`config.mk`:
```
export PLATFORM = sky130hd
export DESIGN_NAME = wl_pulse_sequencer
export DESIGN_NICKNAME = d
export VERILOG_FILES = /design/src/rtl/wl_pulse_sequencer.sv
export SDC_FILE = /design/constraint.sdc
export NUM_CORES = 1
export LEC_CHECK = 0
export BUFFER_PORTS_ARGS = -buffer_cell sky130_fd_sc_hd__buf_2
export CORE_MARGIN = 8
export CORE_UTILIZATION = 30
export CTS_CLUSTER_DIAMETER = 50
export DETAILED_ROUTE_END_ITERATION = 16
export GPL_TIMING_DRIVEN = 0
export PLACE_DENSITY = 0.48
export SLEW_MARGIN = 10
export SYNTH_ARGS = -nofsm -noshare
export SYNTH_HDL_FRONTEND = slang
export SYNTH_SLANG_ARGS = --single-unit
```
`constraint.sdc`:
```
create_clock -name clk -period 5.3 [get_ports clk]
set_clock_uncertainty 0.1 [all_clocks]
set_input_delay 1.59 -clock clk [delete_from_list [all_inputs] [get_ports clk]]
set_output_delay 1.59 -clock clk [all_outputs]
set_load 0.05 [all_outputs]
```
`src/rtl/wl_pulse_sequencer.sv`:
```
// Word-line pulse sequencer: per-row precharge -> WL/WLB pulse -> recovery,
// with optional row burst, CAM search mode and cs-driven abort.
module wl_pulse_sequencer #(
   parameter int unsigned NUM_ROWS = 4,
   parameter int unsigned ADDR_W   = 2,
   parameter int unsigned PW_W     = 4,
   parameter int unsigned PRE_CYC  = 1
) (
   input  logic                clk,
   input  logic                rst,
   input  logic                cs,
   input  logic                start,
   input  logic [1:0]          mode,
   input  logic [ADDR_W-1:0]   addr,
   input  logic [NUM_ROWS-1:0] data,
   input  logic [ADDR_W:0]     burst_len,
   input  logic [PW_W-1:0]     pulse_cycles,
   output logic                busy,
   output logic                done,
   output logic                aborted,
   output logic                precharge,
   output logic [ADDR_W-1:0]   row_idx,
   output logic [NUM_ROWS-1:0] WL,
   output logic [NUM_ROWS-1:0] WLB
);

   localparam int unsigned BL_W  = ADDR_W + 1;
   localparam int unsigned PRE_W = $clog2(PRE_CYC + 1);
   localparam int unsigned CNT_W = (PW_W > PRE_W) ? PW_W : PRE_W;

   typedef enum logic [2:0] {S_IDLE, S_PRE, S_ACT, S_REC, S_DONE} state_t;

   state_t              r_state, w_state;
   logic [1:0]          r_mode, w_mode;
   logic [NUM_ROWS-1:0] r_data, w_data;
   logic [BL_W-1:0]     r_rows, w_rows;
   logic [PW_W-1:0]     r_pw, w_pw;
   logic [CNT_W-1:0]    r_cnt, w_cnt;
   logic [ADDR_W-1:0]   r_row, w_row;
   logic                r_busy, w_busy;
   logic                r_done, w_done;
   logic                r_aborted, w_aborted;
   logic                r_precharge, w_precharge;
   logic [NUM_ROWS-1:0] r_wl, w_wl;
   logic [NUM_ROWS-1:0] r_wlb, w_wlb;
   logic [NUM_ROWS-1:0] w_onehot;

   always_ff @(posedge clk or posedge rst) begin
      if (rst) begin
         r_state     <= S_IDLE;
         r_mode      <= '0;
         r_data      <= '0;
         r_rows      <= '0;
         r_pw        <= '0;
         r_cnt       <= '0;
         r_row       <= '0;
         r_busy      <= 1'b0;
         r_done      <= 1'b0;
         r_aborted   <= 1'b0;
         r_precharge <= 1'b0;
         r_wl        <= '0;
         r_wlb       <= '0;
      end else begin
         r_state     <= w_state;
         r_mode      <= w_mode;
         r_data      <= w_data;
         r_rows      <= w_rows;
         r_pw        <= w_pw;
         r_cnt       <= w_cnt;
         r_row       <= w_row;
         r_busy      <= w_busy;
         r_done      <= w_done;
         r_aborted   <= w_aborted;
         r_precharge <= w_precharge;
         r_wl        <= w_wl;
         r_wlb       <= w_wlb;
      end
   end

   always_comb begin
      w_state     = r_state;
      w_mode      = r_mode;
      w_data      = r_data;
      w_rows      = r_rows;
      w_pw        = r_pw;
      w_cnt       = r_cnt;
      w_row       = r_row;
      w_aborted   = 1'b0;
      w_busy      = 1'b0;
      w_done      = 1'b0;
      w_precharge = 1'b0;
      w_wl        = '0;
      w_wlb       = '0;
      w_onehot    = '0;

      unique case (r_state)
         S_IDLE: begin
            if (start && cs) begin
               w_state = S_PRE;
               w_mode  = mode;
               w_data  = data;
               w_row   = addr;
               w_pw    = (pulse_cycles == '0) ? PW_W'(1) : pulse_cycles;
               w_cnt   = CNT_W'(PRE_CYC - 1);
               // CAM search is always a single pass regardless of burst_len
               if (mode == 2'b11 || burst_len == '0)
                  w_rows = BL_W'(1);
               else if (burst_len > BL_W'(NUM_ROWS))
                  w_rows = BL_W'(NUM_ROWS);
               else
                  w_rows = burst_len;
            end
         end
         S_PRE: begin
            if (r_cnt == '0) begin
               w_state = S_ACT;
               w_cnt   = CNT_W'(r_pw - PW_W'(1));
            end else begin
               w_cnt = r_cnt - CNT_W'(1);
            end
         end
         S_ACT: begin
            if (r_cnt == '0) w_state = S_REC;
            else             w_cnt   = r_cnt - CNT_W'(1);
         end
         S_REC: begin
            if (r_rows > BL_W'(1)) begin
               w_state = S_PRE;
               w_rows  = r_rows - BL_W'(1);
               w_row   = r_row + ADDR_W'(1);
               w_cnt   = CNT_W'(PRE_CYC - 1);
            end else begin
               w_state = S_DONE;
            end
         end
         S_DONE:  w_state = S_IDLE;
         default: w_state = S_IDLE;
      endcase

      // Dropping cs mid-op wins over any transition and leaves row_idx where it was
      if (!cs && (r_state == S_PRE || r_state == S_ACT || r_state == S_REC)) begin
         w_state   = S_IDLE;
         w_row     = r_row;
         w_aborted = 1'b1;
      end

      w_busy      = (w_state == S_PRE) || (w_state == S_ACT) || (w_state == S_REC);
      w_precharge = (w_state == S_PRE);
      w_done      = (w_state == S_DONE);
      w_onehot    = NUM_ROWS'(1) << w_row;
      if (w_state == S_ACT) begin
         unique case (w_mode)
            2'b00:   begin w_wl = w_onehot; w_wlb = w_onehot; end
            2'b01:   begin w_wl = w_onehot; w_wlb = '0;       end
            2'b10:   begin w_wl = '0;       w_wlb = w_onehot; end
            default: begin w_wl = w_data;   w_wlb = ~w_data;  end
         endcase
      end
   end

   assign busy      = r_busy;
   assign done      = r_done;
   assign aborted   = r_aborted;
   assign precharge = r_precharge;
   assign row_idx   = r_row;
   assign WL        = r_wl;
   assign WLB       = r_wlb;

endmodule
```
== Word-level counts from Yosys, hierarchy flattened ==
Cells that the tools add are included.

* Bitwise logic cells: 1
* Mux-type cells: 30
* Magnitude comparators: 2
* Reductions and logical operators: 20
* Shift-type cells: 1
* Add/subtract/negate cells: 4
* Eq/ne operators: 13

{| class="wikitable"
|+ Operators with widths
! kind !! number
|-
| 4-bit two-way mux || 9
|-
| 3-bit two-way mux || 9
|-
| 4-bit one-hot mux with 2 select lines || 2
|-
| 4-bit one-hot mux with 4 select lines || 1
|-
| 3-bit by 2-bit == test with 1-bit output, second input constant || 4
|-
| 3-bit one-hot mux with 4 select lines || 1
|-
| 2-bit two-way mux || 5
|-
| 4-bit zero test || 2
|-
| 4-bit by 1-bit subtractor with 4-bit output, second input constant || 2
|-
| 3-bit by 1-bit == test with 1-bit output, second input constant || 2
|-
| 3-bit zero test || 2
|-
| 2-bit inequality test, second input constant || 3
|-
| 3-bit one-hot mux with 2 select lines || 1
|-
| 1-bit logical OR || 5
|-
| 2-bit == test, second input constant || 2
|-
| 4-bit NOT || 1
|-
| 2-bit one-hot mux with 2 select lines || 1
|-
| 4-bit AND reduction || 1
|-
| 4-bit nonzero test || 1
|-
| 2-bit OR reduction || 2
|-
| 1-bit by 2-bit << shifter with 4-bit output, first input constant || 1
|-
| 3-bit == test, second input constant || 1
|-
| 3-bit by 1-bit > comparator with 1-bit output, second input constant || 1
|-
| 3-bit > comparator, second input constant || 1
|-
| 10 further kinds || 11
|}

* Output and inout bits: 14
* Input port bits: 19
* Register bits: 34
* Logic and storage cells: 84

== Longest topological paths before layout ==
Gate-level depths: netlist of the first run.

* Depth in word-level cells: 8
* Mapped depth: 9
* Mapped depth without buffers: 8

== Worst setup path after synthesis of the first run ==
OpenSTA, ideal clock, no wires.

* Path kind: input -> register
* Start point: input cs
* End point: register r_wlb[0] (netlist: WLB[0])
* Library setup time: 0.085 ns
* Stages on the path: 7
* Slack: 2.261 ns
* Buffers on the path: 1
* Required time: 5.115 ns
* Arrival: 2.853 ns
* Cells stage by stage: and2b_1 > and3_1 > buf_6 > a32oi_1 > a21bo_2 > or2_1 > o22ai_1

* Cells in the longest elaborated chain, start to end: 7
* Elaborated cells between the ends (all ways): 22
* Classes of those cells: eq/ne (3); shift (1); mux (12); bitwise (1); reduce/logical (5)

{| class="wikitable"
|+ Ends and longest elaborated chain
! item !! line !! source
|-
| from (decl) || 11 || <nowiki>input logic cs,</nowiki>
|-
| 1-bit logical AND || 98 || <nowiki>if (start && cs) begin</nowiki>
|-
| 2-bit two-way mux || 98 ||
|-
| 2-bit one-hot mux with 2 select lines || 96 || <nowiki>unique case (r_state)</nowiki>
|-
| 2-bit two-way mux * || 141 || <nowiki>if (!cs && (r_state == S_PRE || r_state == S_ACT || r_state == S_REC)) begin</nowiki>
|-
| net w_row[1] || 39 || <nowiki>logic [ADDR_W-1:0] r_row, w_row;</nowiki>
|-
| 1-bit by 2-bit << shifter with 4-bit output * || 150 || <nowiki>w_onehot = NUM_ROWS'(1) << w_row;</nowiki>
|-
| 4-bit one-hot mux with 2 select lines * || 152 || <nowiki>unique case (w_mode)</nowiki>
|-
| 4-bit two-way mux * || 151 || <nowiki>if (w_state == S_ACT) begin</nowiki>
|-
| net w_wlb[0] || 45 || <nowiki>logic [NUM_ROWS-1:0] r_wlb, w_wlb;</nowiki>
|-
| to (signal assigned) || 76 || <nowiki>r_wlb <= w_wlb;</nowiki>
|-
| to (decl) || 45 ||
|}

The timed path passes the listed nets; every way through them passes the cells marked *.
A chain may end at the register's enable or synchronous reset.

== Worst setup path after layout of the first run ==
Ends and elaborated chain as after synthesis.

==> out/metrics.cfg, run 1 <==
[clock_tree]
cts-buffers-inserted=5
tritoncts=built
cts-resized-gates=0
clock_path_buffers=2
hold_buffers=0
clkLatencyLatePin_ps=280
cts_root_buffer=clkbuf_8
cts_sinks=34
post_cts_buffers=0
clk_pin_slew_ps=70
htree_levels=2

[layout]
layout.cells.non_filler=321
num_antenna_cells=0
drive_gt1_share_pct=19.11
layout_commonest_cell=buf_2
postLayoutCellArea_um2=2167
layout_common_cells=buf_2, dfrtp_1, nand2_1
fin_nets=269
syn_to_final_growth_pct=20.11

[route]
drc=0
viasPerCell=4.826
detail-route-antenna-nets=0
wl_um=4521
vias=1549
dr.pass1.iters=4
drtIter0Drc=41
drt-wirelength-per-cell_um=14.08

[setup_path]
cp_num_buf_inv=2
path_cells=buf_2, and2b_1, and3_1, buf_6, a32oi_1, a21bo_2, or2_1, o22ai_1
critPathKind=input port to register
cpPeakStageDelay_ps=280
crit_slowest_cell=or2_1
start_kind=input port
cp-end-kind=register
cp_max_fo=10
crit_family=simple AND/OR/NAND/NOR gates
critical_path_required_ps=5400
cp_data_arrival_time_ps=3130

[logic_synthesis]
synth_nets=230
synth_ff_type=dfrtp_1
synth_edf_count=0
ys_warn_count=0
seq_area_frac_synth_pct=47.16
ys_types=41
synth_area_um2=1804
syn_inst=206
synth.avg_cell_area_um2=8.758
ys_seq_elements=34
synthArstFlopShare_pct=100.0

[power_and_ir_drop]
comb_power_share_pct=44.8
switchingPower_w=0.0005065
powerDensity_nw_per_um2=547.1
pwr-share-seq_pct=35.3
power.clock.fraction_pct=20.0
intPower_w=0.0006792
p_sw_share_pct=42.72
peakVddDrop_mv=0.2103
leakage_nw=1.030

[timing]
fin_crit_sh_pct=57.23
finalSetupViolations=0
setup_tns_ps=0
worstMarginPinSlew_ps=733.0
period_needed_ps=3033
fmax_mhz=329.7
relSlewSlack_pct=51.06
final_hold_viol_count=0
grt_setup_unrepaired=no
slew_viol_final=0

[die]
io_pins=33
placeableCoreArea_um2=5851
dieWidth_um=93.55
start_util_pct=30.84
dieArea_um2=8752
die_h_um=93.55
rows=28

[run]
maxCapViolCount=0

[global_route]
use_met1_pct=13.70
use_met3_pct=3.045
use_met2_pct=16.86
antenna_found_initial=0
grt_first_pass_wirelength_um=7534
overflow=0
grt_max_degree=35
grt_pass1_vias=1633
grt_usage_pct=10.75
grt_busiest_layer=met2

[place]
dp.cells=313
place_area_um2=2058
port_buffers=32
hpwl_um=3356
place_congestion=0.7464

[status]
status=finished clean

[hold_path]
hold_class=register to register

-- cell families after synthesis --
| kind of cell | after synthesis | share of synthesized area [%] |
|---|---|---|
| XOR/XNOR | 3 | 1.457 |
| adder cells (fa/ha/maj) | 5 | 3.467 |
| multiplexers | 3 | 1.664 |
| AO/OA/AOI/OAI | 44 | 15.67 |
| buffers and inverters | 17 | 4.161 |
| flip-flops | 34 | 47.16 |
| AND/OR/NAND/NOR | 100 | 26.42 |
-- final cells by class --
class | instances | area, um^2
clock buffer | 5 | 68.82
inverter | 11 | 41.29
multi-input combinational | 155 | 878.3
timing repair buffer | 32 | 160.2
tap | 75 | 93.84
buffer | 6 | 33.78
sequential | 34 | 850.8
clock inverter | 3 | 40.04
fill | 613 | 3684
-- final timing paths --
path | start | slack, ps | depth (start not counted) | endpoint
worst min-delay path | r_pw[3] | 410 | 2 | r_pw[3]
max in group asynchronous | rst | 3310 | 2 | r_rows[1]
worst min register to register | r_pw[3] | 410 | 2 | r_pw[3]
worst max-delay path | cs | 2270 | 8 | WLB[0]
worst max register to register | r_cnt[0] | 2840 | 7 | WLB[0]
min in group asynchronous | rst | 1330 | 2 | r_data[1]
-- per-layer routing --
layer	up-vias	part of all wire, %
li1	801	-
met1	703	51
met2	41	43
met3	4	4.8
met4	0	1.0
met5	-	0
-- flip-flops by register name (all words and copies together), names as in the netlist, 2 cells and up --
name	count
WLB	4
WL	4
r_cnt	4
r_data	4
r_pw	4
r_rows	3
r_state	3
r_mode	2
row_idx	2
-- cell usage after synthesis, types with 2 or more instances --
cell type  number  share of area (%)
xnor2_1         3                1.5
nor2_1         21                4.4
o21ai_0        11                3.1
inv_1          11                2.3
or3_1           2               0.69
dfrtp_1        34                 47
a31oi_1         4                1.4
ha_1            5                3.5
clkbuf_1        2               0.42
mux2i_1         3                1.7
o22ai_1        11                3.8
nand3_1        11                3.1
buf_2           3               0.83
a21oi_1         3               0.83
nor2b_1         3                1.0
o21ai_1         4                1.1
or2_1           2               0.69
nand2b_1        8                2.8
nand2_1        29                6.0
nor3b_1         2               0.83
nor3_1         14                3.9
-- worst reg2reg max path: stages (launching register included) --
cell,delay (ps)
dfrtp_1,400
inv_1,100
ha_1,160
nor3b_1,590
nor2_1,120
o21ai_1,500
or2_1,240
o22ai_1,110
-- power groups by stage --
stage                     Combinational, W  Clock (W)  Sequential [W]
after detailed placement          0.000535          0        0.000423
final                             0.000531   0.000237        0.000418
after CTS                         0.000539   0.000243        0.000418
after floorplan                   0.000338          0        0.000485
after global routing              0.000596   0.000255        0.000430
after global placement            0.000531          0        0.000423
-- stage by stage --
step / utilization (%) / hold slack, ps / worst slack (ps) / total power, W
6_report: 37.04 / 409.8 / 2267 / 0.001186
5_1_grt: 37.04 / 453.3 / 2218 / 0.001281
4_1_cts: 37.04 / 417.3 / 2272 / 0.001199
3_5_place_dp: 35.18 / 401.7 / 1984 / 0.0009582
3_3_place_gp: 35.18 / 395.9 / 1956 / 0.0009537
2_1_floorplan: - / 366.8 / 2261 / 0.0008230
(Power assumes the default switching activity.)
==> inputs of run 2 (changes only) <==
--- a/config.mk
+++ b/config.mk
@@ -11,7 +11,7 @@
 export CTS_CLUSTER_DIAMETER = 50
 export DETAILED_ROUTE_END_ITERATION = 16
 export GPL_TIMING_DRIVEN = 0
-export PLACE_DENSITY = 0.48
+export PLACE_DENSITY = 0.5
 export SLEW_MARGIN = 10
 export SYNTH_ARGS = -nofsm -noshare
 export SYNTH_HDL_FRONTEND = slang
==> constraint.sdc (replaced) <==
create_clock -name clk -period 2.7 [get_ports clk]
set_clock_uncertainty 0.1 [all_clocks]
set_input_delay 0.81 -clock clk [delete_from_list [all_inputs] [get_ports clk]]
set_output_delay 0.81 -clock clk [all_outputs]
set_load 0.05 [all_outputs]
==> run 2 against run 1 <==
Compared with the run above:
- clock power grew 63%
- non-clock buffer count is the same
- sequential power grew 95%
- cell count is the same
- register-to-register slack lost 2600 ps
- critical endpoint unchanged
- critical path depth shrank 1
- flip-flop and latch count is the same
- combinational power grew 96%
- via count grew 2.3%
==> out/metrics.cfg, run 2 (same netlist as run 1, synthesis figures left out) <==
[timing]
slew_viol_final=0  ; unchanged
fmax_mhz=411.1
fin_crit_sh_pct=90.09
finalSetupViolations=0  ; unchanged
relSlewSlack_pct=51.83  ; +0.77 points
worstMarginPinSlew_ps=721.4  ; -11.59 ps
final_hold_viol_count=0  ; unchanged
period_needed_ps=2432
grt_setup_unrepaired=no
setup_tns_ps=0  ; unchanged

[clock_tree]
cts_root_buffer=clkbuf_8
clk_pin_slew_ps=70  ; about the same
htree_levels=2  ; unchanged
hold_buffers=0  ; unchanged
cts-resized-gates=0  ; unchanged
clkLatencyLatePin_ps=290  ; about the same
post_cts_buffers=0  ; unchanged
tritoncts=built
clock_path_buffers=2  ; unchanged
cts_sinks=34  ; unchanged
cts-buffers-inserted=5  ; unchanged

[setup_path]
cp-end-kind=register
cp_max_fo=10  ; unchanged
crit_path_start=r_cnt[0]
critPathKind=register to register
start_kind=register
critical_path_required_ps=2740  ; -2660 ps
cp_data_arrival_time_ps=2470  ; -660 ps
reg2reg_from=r_cnt[0]

[route]
detail-route-antenna-nets=0  ; unchanged
viasPerCell=4.935  ; +2.3%
drc=0  ; unchanged
vias=1584  ; +2.3%
dr.pass1.iters=4  ; unchanged
drt-wirelength-per-cell_um=13.89  ; -1.3%
wl_um=4460  ; -1.3%
drtIter0Drc=87  ; +110%

[power_and_ir_drop]
comb_power_share_pct=46.5  ; +1.7 points
p_sw_share_pct=43.68  ; +0.96 points
intPower_w=0.001266  ; +86%
peakVddDrop_mv=0.3732  ; +77%
pwr-share-seq_pct=36.3  ; +1.0 points
powerDensity_nw_per_um2=1046  ; +91%
leakage_nw=1.020  ; -0.94%
switchingPower_w=0.0009822  ; +94%
power.clock.fraction_pct=17.2  ; -2.8 points

[die]
dieArea_um2=8752  ; unchanged
rows=28  ; unchanged
start_util_pct=30.84  ; unchanged
io_pins=33  ; unchanged
die_h_um=93.55  ; unchanged
dieWidth_um=93.55  ; unchanged
placeableCoreArea_um2=5851  ; unchanged

[place]
dp.cells=313  ; unchanged
port_buffers=32  ; unchanged
hpwl_um=3336  ; -0.59%
place_congestion=0.7981  ; +6.9%

[layout]
num_antenna_cells=0  ; unchanged
layout_commonest_cell=buf_2
fin_nets=269  ; unchanged
layout.cells.non_filler=321  ; unchanged
syn_to_final_growth_pct=19.14
layout_common_cells=buf_2, dfrtp_1, nand2_1
fillers=630  ; +2.8%
drive_gt1_share_pct=18.70  ; -0.41 points

[global_route]
grt_pass1_vias=1575  ; -3.6%
grt_max_degree=35  ; unchanged
grt_usage_pct=11.28  ; +0.53 points
antenna_found_initial=0  ; unchanged
grt_first_pass_wirelength_um=7783  ; +3.3%
overflow=0  ; unchanged

[status]
status=finished clean

[hold_path]
hold_class=register to register
min-delay-start=r_data[1]

[run]
maxCapViolCount=0  ; unchanged

==> run 2: cell count changes in the layout (fill, tap and decap cells not counted), sizes merged <==
| cell | change |
|---|---|
| clkbuf | +2 |
| clkinv | -1 |
| bufinv | -1 |
==> run 2: power groups by stage <==
stage	clock [W]	sequential [W]	combinational, W
finish	0.000387	0.000817	0.00104
global route	0.000442	0.000849	0.00119
CTS	0.000409	0.000818	0.00105
detailed placement	0	0.000827	0.00105
global placement	0	0.000827	0.00104
floorplan	0	0.000952	0.000664
==> run 2: final timing paths <==
path	end	slack (ps)	cells after the start
worst max-delay path	WLB[0]	270	7
worst min-delay path	r_data[1]	410	2
worst max register to register	WLB[0]	270	7
worst min register to register	r_data[1]	410	2
max in group asynchronous	r_state[0]	1500	2
min in group asynchronous	r_cnt[1]	540	2
==> run 2: layer usage <==
layer | track usage, % | vias up | share of wire (%)
met5 | 0 | - | 0
met1 | 15.36 | 740 | 49
met2 | 15.86 | 40 | 44
met4 | 4.756 | 0 | 1.8
li1 | - | 798 | -
met3 | 3.686 | 6 | 5.6
==> run 2: critical path, cell delays in order, from the launching register on <==
cell	delay [ps]
dfrtp_1	400
inv_1	100
ha_1	170
nor3b_1	550
nor2_1	110
o21ai_1	510
or2_1	240
o22ai_1	100
==> run 2: final cells by class <==
type / instances / area, um^2 / share of cell area, %
multi-input cells: 155 / 878.3 / 40.86
flip-flops and latches: 34 / 850.8 / 39.58
repair buffers: 32 / 160.2 / 7.451
well taps: 75 / 93.84 / 4.366
clock buffers: 7 / 86.33 / 4.016
inverters: 11 / 41.29 / 1.921
plain buffers: 6 / 33.78 / 1.572
clock inverters: 1 / 5.005 / 0.2328
==> run 2: per-stage QoR <==
stage	util [%]	setup slack (ps)	cell area [um^2]	power [W]	hold slack [ps]
finish	36.74	267.6	2150	0.002249	406.9
global route	36.74	61.40	2150	0.002483	441.5
floorplan	-	441.5	1804	0.001616	366.8
detailed placement	35.18	147.5	2058	0.001873	393.2
CTS	36.74	274.0	2150	0.002282	411.1
global placement	35.18	147.3	2058	0.001866	391.8
==> inputs of run 3 (changes only) <==
--- a/config.mk
+++ b/config.mk
@@ -6,6 +6,7 @@
 export NUM_CORES = 1
 export LEC_CHECK = 0
 export BUFFER_PORTS_ARGS = -buffer_cell sky130_fd_sc_hd__buf_2
+export CORE_ASPECT_RATIO = 0.7
 export CORE_MARGIN = 8
 export CORE_UTILIZATION = 30
 export CTS_CLUSTER_DIAMETER = 50
==> run 3 against run 2 <==
Compared with the run above:
- register-to-register slack improved by 130 ps
- worst setup slack improved by 130 ps
- wire length grew 0.13%
==> out/metrics.cfg, run 3 (same netlist as run 1, synthesis figures left out) <==
[global_route]
antenna_found_initial=0  ; unchanged
overflow=0  ; unchanged
grt_pass1_vias=1546  ; -1.8%
grt_usage_pct=10.90  ; -0.38 points
grt_first_pass_wirelength_um=7583  ; -2.6%
grt_max_degree=35  ; unchanged

[place]
place_congestion=0.7849  ; -1.7%
port_buffers=32  ; unchanged
hpwl_um=3264  ; -2.1%
place_worst_setup_slack_ps=133.3  ; -14.22 ps

[setup_path]
crit_slowest_cell=or2_1
critPathKind=input port to register
cpPeakStageDelay_ps=290  ; -260 ps
cp_max_fo=10  ; unchanged
cp_num_buf_inv=2  ; +1
cp_data_arrival_time_ps=2400  ; -70 ps
rrSetupSlack_ps=400  ; +130 ps
cp-end-kind=register
start_kind=input port
path_cells=buf_2, and2b_1, and3_1, buf_6, a32oi_1, a21bo_2, or2_1, o22ai_1
crit_path_start=cs
critical_path_required_ps=2800  ; +60 ps
crit_family=simple AND/OR/NAND/NOR gates
reg2reg_from=r_cnt[0]

[route]
drc=0  ; unchanged
detail-route-antenna-nets=0  ; unchanged
vias=1598  ; +0.88%
drtIter0Drc=109  ; +25%
dr.pass1.iters=4  ; unchanged
drt-wirelength-per-cell_um=13.91  ; +0.13%
wl_um=4466  ; +0.13%
viasPerCell=4.978  ; +0.88%

[die]
io_pins=33  ; unchanged
dieArea_um2=8791  ; +0.45%
start_util_pct=31.35  ; +0.51 points
die_h_um=80.89  ; -14%
placeableCoreArea_um2=5756  ; -1.6%
rows=23  ; -18%
dieWidth_um=108.7  ; +16%

[run]
maxCapViolCount=0  ; unchanged

[timing]
grt_setup_unrepaired=no
fin_crit_sh_pct=85.36  ; -4.7 points
fin_ws_ps=395.2  ; +127.6 ps
period_needed_ps=2305  ; -127.6 ps
fmax_mhz=433.9  ; +5.5%
finalSetupViolations=0  ; unchanged
final_hold_viol_count=0  ; unchanged
relSlewSlack_pct=51.30  ; -0.53 points
worstMarginPinSlew_ps=729.4  ; +7.948 ps
slew_viol_final=0  ; unchanged
setup_tns_ps=0  ; unchanged

[clock_tree]
cts_root_buffer=clkbuf_8
tritoncts=built
clkLatencyLatePin_ps=280  ; about the same
cts-buffers-inserted=5  ; unchanged
cts_sinks=34  ; unchanged
clock_path_buffers=2  ; unchanged
clk_pin_slew_ps=70  ; about the same
htree_levels=2  ; unchanged
post_cts_buffers=0  ; unchanged

[hold_path]
min-delay-start=r_data[3]
hold_class=register to register

[layout]
regArea_um2=850.8  ; unchanged
layout_common_cells=buf_2, dfrtp_1, nand2_1
fillers=620  ; -1.6%
layout_commonest_cell=buf_2
multi_input_area_um2=882.1  ; +0.43%
drive_gt1_share_pct=19.51  ; +0.81 points
syn_to_final_growth_pct=19.56
num_antenna_cells=0  ; unchanged
fin_nets=269  ; unchanged

[power_and_ir_drop]
powerDensity_nw_per_um2=1049  ; +0.24%
peakVddDrop_mv=0.2976  ; -20%
leakage_nw=1.020  ; about the same

[status]
status=finished clean

==> run 3: changes by cell type in the layout (fill, tap and decap cells not counted) <==
cell,delta
clkbuf_1,-1
clkinvlp_4,+1
o21ai_1,-1
o21ai_2,+1
==> run 3: worst paths after layout <==
check	end	cells past startpoint
setup reg to reg	WL[0]	7
setup / recovery	WL[0]	8
hold reg to reg	r_data[3]	2
min in group asynchronous	done	2
hold / removal	r_data[3]	2
max in group asynchronous	r_data[1]	2
==> run 3: stage by stage <==
step                      total power, W  hold slack, ps  instance area [um^2]  instances  util [%]
after global routing            0.002458           444.7                  2157        321     37.48
after detailed placement        0.001873           391.6                  2058        313     35.76
after CTS                       0.002285           412.5                  2153        321     37.41
final                           0.002262           405.6                  2157        321     37.48
after floorplan                 0.001616           366.8                  1804        206         -
after global placement          0.001872           390.9                  2058        313     35.76
==> run 3: layer usage <==
metal	up-vias	part of all wire, %	GRT usage (%)
met5	-	0	0
met1	745	54	15.72
met3	5	7.7	4.111
li1	795	-	-
met4	0	0.81	3.265
met2	53	38	14.52
==> run 3: power breakdown <==
group,leakage [nW],total [W],internal [W],switching [W]
combinational,0.531,0.00105,0.000379,0.000672
clock,0.0472,0.000393,0.000205,0.000188
sequential,0.441,0.000818,0.000682,0.000135
==> run 3: cell type report <==
cell class                 instances  share of cell area (%)
clock inverter                     2                  0.5800
multi-input combinational        155                   40.89
buffer                             6                   1.566
timing repair buffer              32                   7.425
inverter                          11                   1.914
sequential                        34                   39.44
clock buffer                       6                   3.828
tap                               75                   4.350
==> run 3: worst min-delay path, delay by kind of cell (launching register included) <==
family | cells | cell delay, ps
flops | 1 | 360
simple gates | 2 | 120
==> run 3: repair_timing <==
action / in CTS / in global routing
hold buffers: 0 / 0
resized for setup: 0 / 1
setup endpoints to repair: 0 / 1
